File: config.mk
export PLATFORM = sky130hd
export DESIGN_NAME = sram_master
export DESIGN_NICKNAME = d
export VERILOG_FILES = /design/src/rtl/sram_master.sv
export SDC_FILE = /design/constraint.sdc
export NUM_CORES = 1
export LEC_CHECK = 0
export ABC_AREA = 1
export CAP_MARGIN = 25
export CORE_MARGIN = 2
export CORE_UTILIZATION = 36
export DETAILED_ROUTE_END_ITERATION = 16
export HOLD_SLACK_MARGIN = 0.06
export PLACE_DENSITY = 0.81
export SETUP_SLACK_MARGIN = 0.1
export SYNTH_ARGS = -nofsm -noshare
export SYNTH_HDL_FRONTEND = slang
export SYNTH_SLANG_ARGS = --single-unit
export TNS_END_PERCENT = 50
File: constraint.sdc
create_clock -name clk -period 2.6 [get_ports clk]
set_clock_uncertainty 0.2 [all_clocks]
set_input_delay 0.65 -clock clk [delete_from_list [all_inputs] [get_ports clk]]
set_output_delay 0.65 -clock clk [all_outputs]
set_load 0.02 [all_outputs]
File: src/rtl/sram_master.sv
// Single-port SRAM master: byte/half/word loads and stores with lane steering and a valid/ready response.
// Optional misalignment error reporting is enabled by defining SRAM_MASTER_ALIGN_CHECK_EN.
module sram_master #(
  parameter int ADDR_WIDTH = 16
) (
  input  logic                  clk,
  input  logic                  rst,
  input  logic                  req_valid,
  output logic                  req_ready,
  input  logic                  req_we,
  input  logic [1:0]            req_size,
  input  logic                  req_signed,
  input  logic [31:0]           req_addr,
  input  logic [31:0]           req_wdata,
  output logic                  resp_valid,
  input  logic                  resp_ready,
  output logic [31:0]           resp_rdata,
  output logic                  resp_err,
  output logic                  sram_en,
  output logic [3:0]            sram_we,
  output logic [ADDR_WIDTH-1:0] sram_addr,
  output logic [31:0]           sram_wdata,
  input  logic [31:0]           sram_rdata
);

  // state | meaning
  // IDLE  | no transaction outstanding, ready for a request
  // RD    | load issued last cycle, SRAM data arrives this cycle
  // RESP  | response presented, waiting for resp_ready
  typedef enum logic [1:0] {IDLE, RD, RESP} state_t;

  state_t      state, state_nxt;
  logic        accept;
  logic        err;
  logic        is_byte, is_half;
  logic [1:0]  lane_addr;
  logic [1:0]  addr_q;
  logic [1:0]  size_q;
  logic        signed_q;
  logic [7:0]  ld_byte;
  logic [15:0] ld_half;
  logic [31:0] load_data;
  logic        unused_addr_bits;

  assign unused_addr_bits = ^req_addr[31:ADDR_WIDTH+2];

  assign is_byte = (req_size == 2'b00);
  assign is_half = (req_size == 2'b01);

`ifdef SRAM_MASTER_ALIGN_CHECK_EN
  assign err = (is_half && req_addr[0]) ||
               (!is_byte && !is_half && (req_addr[1:0] != 2'b00));
`else
  assign err = 1'b0;
`endif

  // Misaligned low bits are forced to the natural alignment of the access size.
  assign lane_addr = is_byte ? req_addr[1:0] :
                     is_half ? {req_addr[1], 1'b0} : 2'b00;

  assign accept = req_valid && req_ready;

  always_ff @(posedge clk) begin
    if (rst) state <= IDLE;
    else     state <= state_nxt;
  end

  always_comb begin
    state_nxt = state;
    case (state)
      IDLE: if (accept) state_nxt = (!req_we && !err) ? RD : RESP;
      RD:   state_nxt = RESP;
      RESP: begin
        if (resp_ready) begin
          if (accept) state_nxt = (!req_we && !err) ? RD : RESP;
          else        state_nxt = IDLE;
        end
      end
      default: state_nxt = IDLE;
    endcase
  end

  always_comb begin
    req_ready  = (state == IDLE) || ((state == RESP) && resp_ready);
    sram_en    = req_valid && req_ready && !err && !rst;
    sram_addr  = req_addr[ADDR_WIDTH+1:2];
    sram_wdata = is_byte ? {4{req_wdata[7:0]}} :
                 is_half ? {2{req_wdata[15:0]}} : req_wdata;
    sram_we    = 4'b0000;
    if (sram_en && req_we) begin
      if (is_byte)      sram_we = 4'b0001 << lane_addr;
      else if (is_half) sram_we = 4'b0011 << lane_addr;
      else              sram_we = 4'b1111;
    end
  end

  always_comb begin
    case (addr_q)
      2'd0:    ld_byte = sram_rdata[7:0];
      2'd1:    ld_byte = sram_rdata[15:8];
      2'd2:    ld_byte = sram_rdata[23:16];
      default: ld_byte = sram_rdata[31:24];
    endcase
    ld_half = addr_q[1] ? sram_rdata[31:16] : sram_rdata[15:0];
    case (size_q)
      2'b00:   load_data = {{24{signed_q & ld_byte[7]}}, ld_byte};
      2'b01:   load_data = {{16{signed_q & ld_half[15]}}, ld_half};
      default: load_data = sram_rdata;
    endcase
  end

  always_ff @(posedge clk) begin
    if (rst) begin
      addr_q     <= 2'b00;
      size_q     <= 2'b00;
      signed_q   <= 1'b0;
      resp_valid <= 1'b0;
      resp_rdata <= 32'h0;
      resp_err   <= 1'b0;
    end else begin
      if (accept && !req_we && !err) begin
        addr_q   <= lane_addr;
        size_q   <= req_size;
        signed_q <= req_signed;
      end
      if (accept) begin
        // Stores and errors respond next cycle; loads wait for RD to fill in data.
        resp_valid <= req_we || err;
        resp_rdata <= 32'h0;
        resp_err   <= err;
      end else if (state == RD) begin
        resp_valid <= 1'b1;
        resp_rdata <= load_data;
        resp_err   <= 1'b0;
      end else if ((state == RESP) && resp_ready) begin
        resp_valid <= 1'b0;
        resp_rdata <= 32'h0;
        resp_err   <= 1'b0;
      end
    end
  end

endmodule
# Word-level counts from Yosys, hierarchy flattened
# Cells that the tools add are included.
dict set report totals {
  wordCells 54
  regBits 40
}
dict set report classes {
  n_bitwise 2
  n_reduce_logical 16
  eq_ne 8
  n_mux 20
  shifts 2
}
# operator count
set op_table {}
lappend op_table {{two-way mux 32 bit} 4}
lappend op_table {{one-hot mux 32 bit (2 select lines)} 1}
lappend op_table {{one-hot mux 8 bit (3 select lines)} 1}
lappend op_table {{two-way mux 16 bit} 1}
lappend op_table {{two-way mux 2 bit} 6}
lappend op_table {{two-way mux 4 bit} 3}
lappend op_table {{== test 2 x 1 -> 1 bit (second input constant)} 4}
lappend op_table {{zero test 2 bit} 4}
lappend op_table {{one-hot mux 2 bit (3 select lines)} 1}
lappend op_table {{logical AND 1 bit} 5}
lappend op_table {{== test 2 bit (second input constant)} 2}
lappend op_table {{!= test 2 bit (second input constant)} 2}
lappend op_table {{<< shifter 1 x 2 -> 4 bit (first input constant)} 1}
lappend op_table {{<< shifter 2 x 2 -> 4 bit (first input constant)} 1}
lappend op_table {{two-way mux 1 bit} 3}
lappend op_table {{nonzero test 3 bit} 1}
lappend op_table {{AND 1 bit} 2}
lappend op_table {{zero test 1 bit} 2}
lappend op_table {{AND reduction 2 bit} 1}
lappend op_table {{nonzero test 2 bit} 1}
lappend op_table {{OR reduction 2 bit} 1}
lappend op_table {{logical OR 1 bit} 1}

# Longest topological paths before layout
dict set report logic_depth {
  ltp_word 7
  depth_mapped 9
  mapped_depth_nobuf 8
}

# Least setup slack after synthesis
# OpenSTA, ideal clock, no wires.
dict set report synth_path {
  kind {input to output}
  startpoint {in resp_ready}
  endpoint {out sram_we[2]}
  path_stages 6
  arrival_time_ns 2.040
  path_slack_ns -0.290
  path_cell_list {nand3_1 > nand2_2 > nand2_2 > nor2_1 > nand2_1 > a211oi_1}
}
dict set report synth_via {
  elab_chain_cells 6
}
# element line
set synth_rtl {}
lappend synth_rtl {{start, declared} 16} ;# input logic resp_ready,
lappend synth_rtl {{logical AND 1 bit} 84} ;# req_ready = (state == IDLE) || ((state == RESP) && resp_ready);
lappend synth_rtl {{logical OR 1 bit} 84}
lappend synth_rtl {{via req_ready} 9} ;# output logic req_ready,
lappend synth_rtl {{logical AND 1 bit (2 in a row)} 85} ;# sram_en = req_valid && req_ready && !err && !rst;
lappend synth_rtl {{via sram_en} 19} ;# output logic sram_en,
lappend synth_rtl {{logical AND 1 bit} 90} ;# if (sram_en && req_we) begin
lappend synth_rtl {{two-way mux 4 bit} 90}
lappend synth_rtl {{end, declared} 20} ;# output logic [3:0] sram_we,
# The timed path passes the listed nets, and every way through them passes these cells.

# Worst setup path after layout
dict set report layout_path {
  startpoint {in req_we}
  endpoint {out sram_we[2]}
}
dict set report layout_via {
  elab_chain_cells 2
}
# element line
set layout_rtl {}
lappend layout_rtl {{start, declared} 10} ;# input logic req_we,
lappend layout_rtl {{logical AND 1 bit} 90}
lappend layout_rtl {{two-way mux 4 bit} 90}
# No other way between the ends.

==> results_dict.tcl <==
set metrics [dict create \
    reg2regPathDepth 8 \
    routedWlPerCell_um 14.2 \
    htreeDepth 2 \
    cts_sinks 40 \
    first_pass_iters 4 \
    rows 32 \
    fin_crit_ns 2.49 \
    timing.rr.end "resp_rdata[25]" \
    antenna_found_initial 0 \
    p_per_area_nw_per_um2 406 \
    grt.total_usage_pct 22.1 \
    grt_pass1_vias 3342 \
    p_int_uw 1240 \
    register_area_um2 801 \
    yosysMostFrequentCell "nand2_1" \
    fmax_ghz 0.402 \
    core_um2 7690 \
    fin_crit_sh_pct 95.7 \
    cp_max_fo 4 \
    cts.root.buffer_cell "clkbuf_8" \
    ioPinCount 192 \
    io_buffers 144 \
    drtIter0Drc 133 \
    drt.antenna.violating_nets 0 \
    numCtsBuffers 5 \
    die-area_um2 8660 \
    clk_latency_ns 0.30 \
    synth_edf_count 0 \
    drive_gt1_share_pct 21.5 \
    postRouteWirelength_um 9700 \
    layout.nets 688 \
    syn_area_um2 2860 \
    min_from "resp_rdata[23]" \
    n_antenna_cell 0 \
    synthCells 442 \
    reg2reg_setup_slack_ns 0.79 \
    cts_buffer_depth 2 \
    synth_nets 550 \
    seq_area_frac_synth_pct 28.0 \
    start_kind "primary input" \
    r2r_start "size_q[1]" \
    die-width_um 93.1 \
    maxSlewViolCount 0 \
    cts_tree "done" \
    yosysTopAreaCell "dfxtp_1" \
    synth.area.top_cells "dfxtp_1 28%, nand2_1 17%, buf_4 7.4%, a21oi_1 7.0%, nor2_1 5.7%" \
    clkPwrFrac_pct 30.8 \
    synth_cell_type_count 34 \
    dpl.hpwl_um 7530 \
    setup_viol 0 \
    cap_violations 0 \
    status "completed" \
    synth_flop_cell "dfxtp_1" \
    grt_max_degree 33 \
    switchingPower_uw 571 \
    clk_pin_slew_worst_paths_ns 0.08 \
    crit_type "primary input to output port" \
    worst_slack_ns 0.111 \
    grt_pass1_wl_um 15400 \
    combPwrFrac_pct 33.8 \
    holdWs_ns 0.269 \
    ys_async_sr_fraction_pct 0 \
    grt-ovfl-total 0 \
    rsz0062_at_grt "yes" \
    synthToLayoutAreaGrowth_pct 56.5 \
    cp-end-kind "output port" \
    multi_input_area_um2 1650 \
    fillers 723 \
    arrival_ns 1.64 \
    holdPathEnd "resp_rdata[23]" \
    yosys_warnings 0 \
    start_util_pct 37.2 \
    yosysTopAreaCellShare_pct 28.0 \
    peakVddDrop_mv 0.209 \
    gp_congestion 0.892 \
    power.leakage_uw 0.00191 \
    dp_slack_ns -0.918 \
    netSwitchingFraction_pct 31.5 \
    via_count 3363 \
    final_core_util_pct 58.1 \
    hold_path_class "flip-flop to flip-flop" \
    die_y_um 93.1 \
    vias_per_cell 4.92 \
    ys_top_cells_by_count "133 x nand2_1, 43 x nor2_1, 40 x a21oi_1, 40 x dfxtp_1, 34 x inv_1" \
    remaining_drc_errors 0 \
    pwr-share-seq_pct 35.4 \
    synth-seq-cells 40 \
    min_path_cells 2 \
    hold_viol_final 0 \
    cp.required_ns 1.75 \
    synth.avg_cell_area_um2 6.46 \
]
state kept, by name, summed over array words and instances, names as in the netlist:
| name | flops |
|---|---|
| resp_rdata | 32 |
| addr_q | 2 |
| size_q | 2 |
| state | 2 |
| resp_valid | 1 |
| signed_q | 1 |
per-layer routing:
layer  vias up  global-route usage (%)  wire (µm)
met4         0                    10.2        441
met5         -                       0          0
met3        34                    5.40        792
met1      1493                    24.0       3630
li1       1665                       -          -
met2       171                    40.1       4830
cell families (layout without fill, tap and decap cells):
family | count (synthesis) | in the layout | synth area share (%)
AND/OR/NAND/NOR | 218 | 218 | 32.8
other | 1 | 1 | 0.131
buffers and inverters | 84 | 223 | 17.4
flip-flops | 40 | 40 | 28.0
AO/OA/AOI/OAI | 95 | 95 | 19.9
adder cells (fa/ha/maj) | 4 | 4 | 1.75
layout by cell type (no fill, tap or decap), types with 5 or more instances in the layout:
cell and count:
inv_1 31, dfxtp_1 40, dlygate4sd2_1 10, nor2_1 38, clkdlybuf4s50_1 99, inv_2 5, buf_4 38, clkdlybuf4s15_2 6
o21ai_0 9, a21oi_1 40, clkbuf_8 7, buf_2 13, nand3_1 13, nand2_2 16, a21oi_2 10, nand2_1 130
o21ai_1 16, nor2_4 5, o211ai_1 11
power by group through the flow:
stage               Sequential [µW]  Combinational, µW  Clock [µW]
floorplan                       663                364           0
global placement                655                617           0
detailed placement              656                623           0
CTS                             642                614         564
global route                    644                666         591
finish                          642                614         560
worst max-delay path, stage by stage:
cell and delay [ns]:
clkdlybuf4s50_1 0.53, nand2_4 0.08, a211oi_4 0.23, buf_6 0.15
what timing repair did:
action                                 4_1_cts  5_1_grt
cloned                                       1        0
endpoints found under the hold margin        0        0
setup endpoints to repair                   38       20
resized for setup                          141       19
buffers inserted                             2        0
pin swaps                                   11        3
hold buffers                                 0        0
worst max-delay path by stage:
| stage | cells past startpoint | to | slack (ns) | startpoint |
|---|---|---|---|---|
| floorplan | 6 | sram_we[0] | 0.03 | resp_ready |
| global placement | 7 | sram_wdata[30] | -0.89 | req_size[1] |
| detailed placement | 7 | sram_we[2] | -0.92 | req_size[1] |
| CTS | 7 | sram_we[2] | 0.1 | req_addr[1] |
| global route | 9 | sram_we[3] | 0.04 | req_size[1] |
| finish | 4 | sram_we[2] | 0.11 | req_we |
per-stage QoR:
stage	area, µm²	setup TNS, ns	total power (µW)	cells
global placement	4340	-21.55	1270	672
CTS	4480	0	1820	683
global route	4470	0	1900	683
floorplan	2880	0	1030	442
finish	4470	0	1820	683
detailed placement	4340	-21.99	1280	672
final cells by class:
cell class | count | area share [%]
clock buffers | 7 | 2.16
multi-input cells | 318 | 36.9
clock inverters | 1 | 0.672
well taps | 102 | 2.86
repair buffers | 178 | 36.3
inverters | 37 | 3.22
flip-flops and latches | 40 | 17.9
No activity file was read; power rests on OpenSTA's default activity.
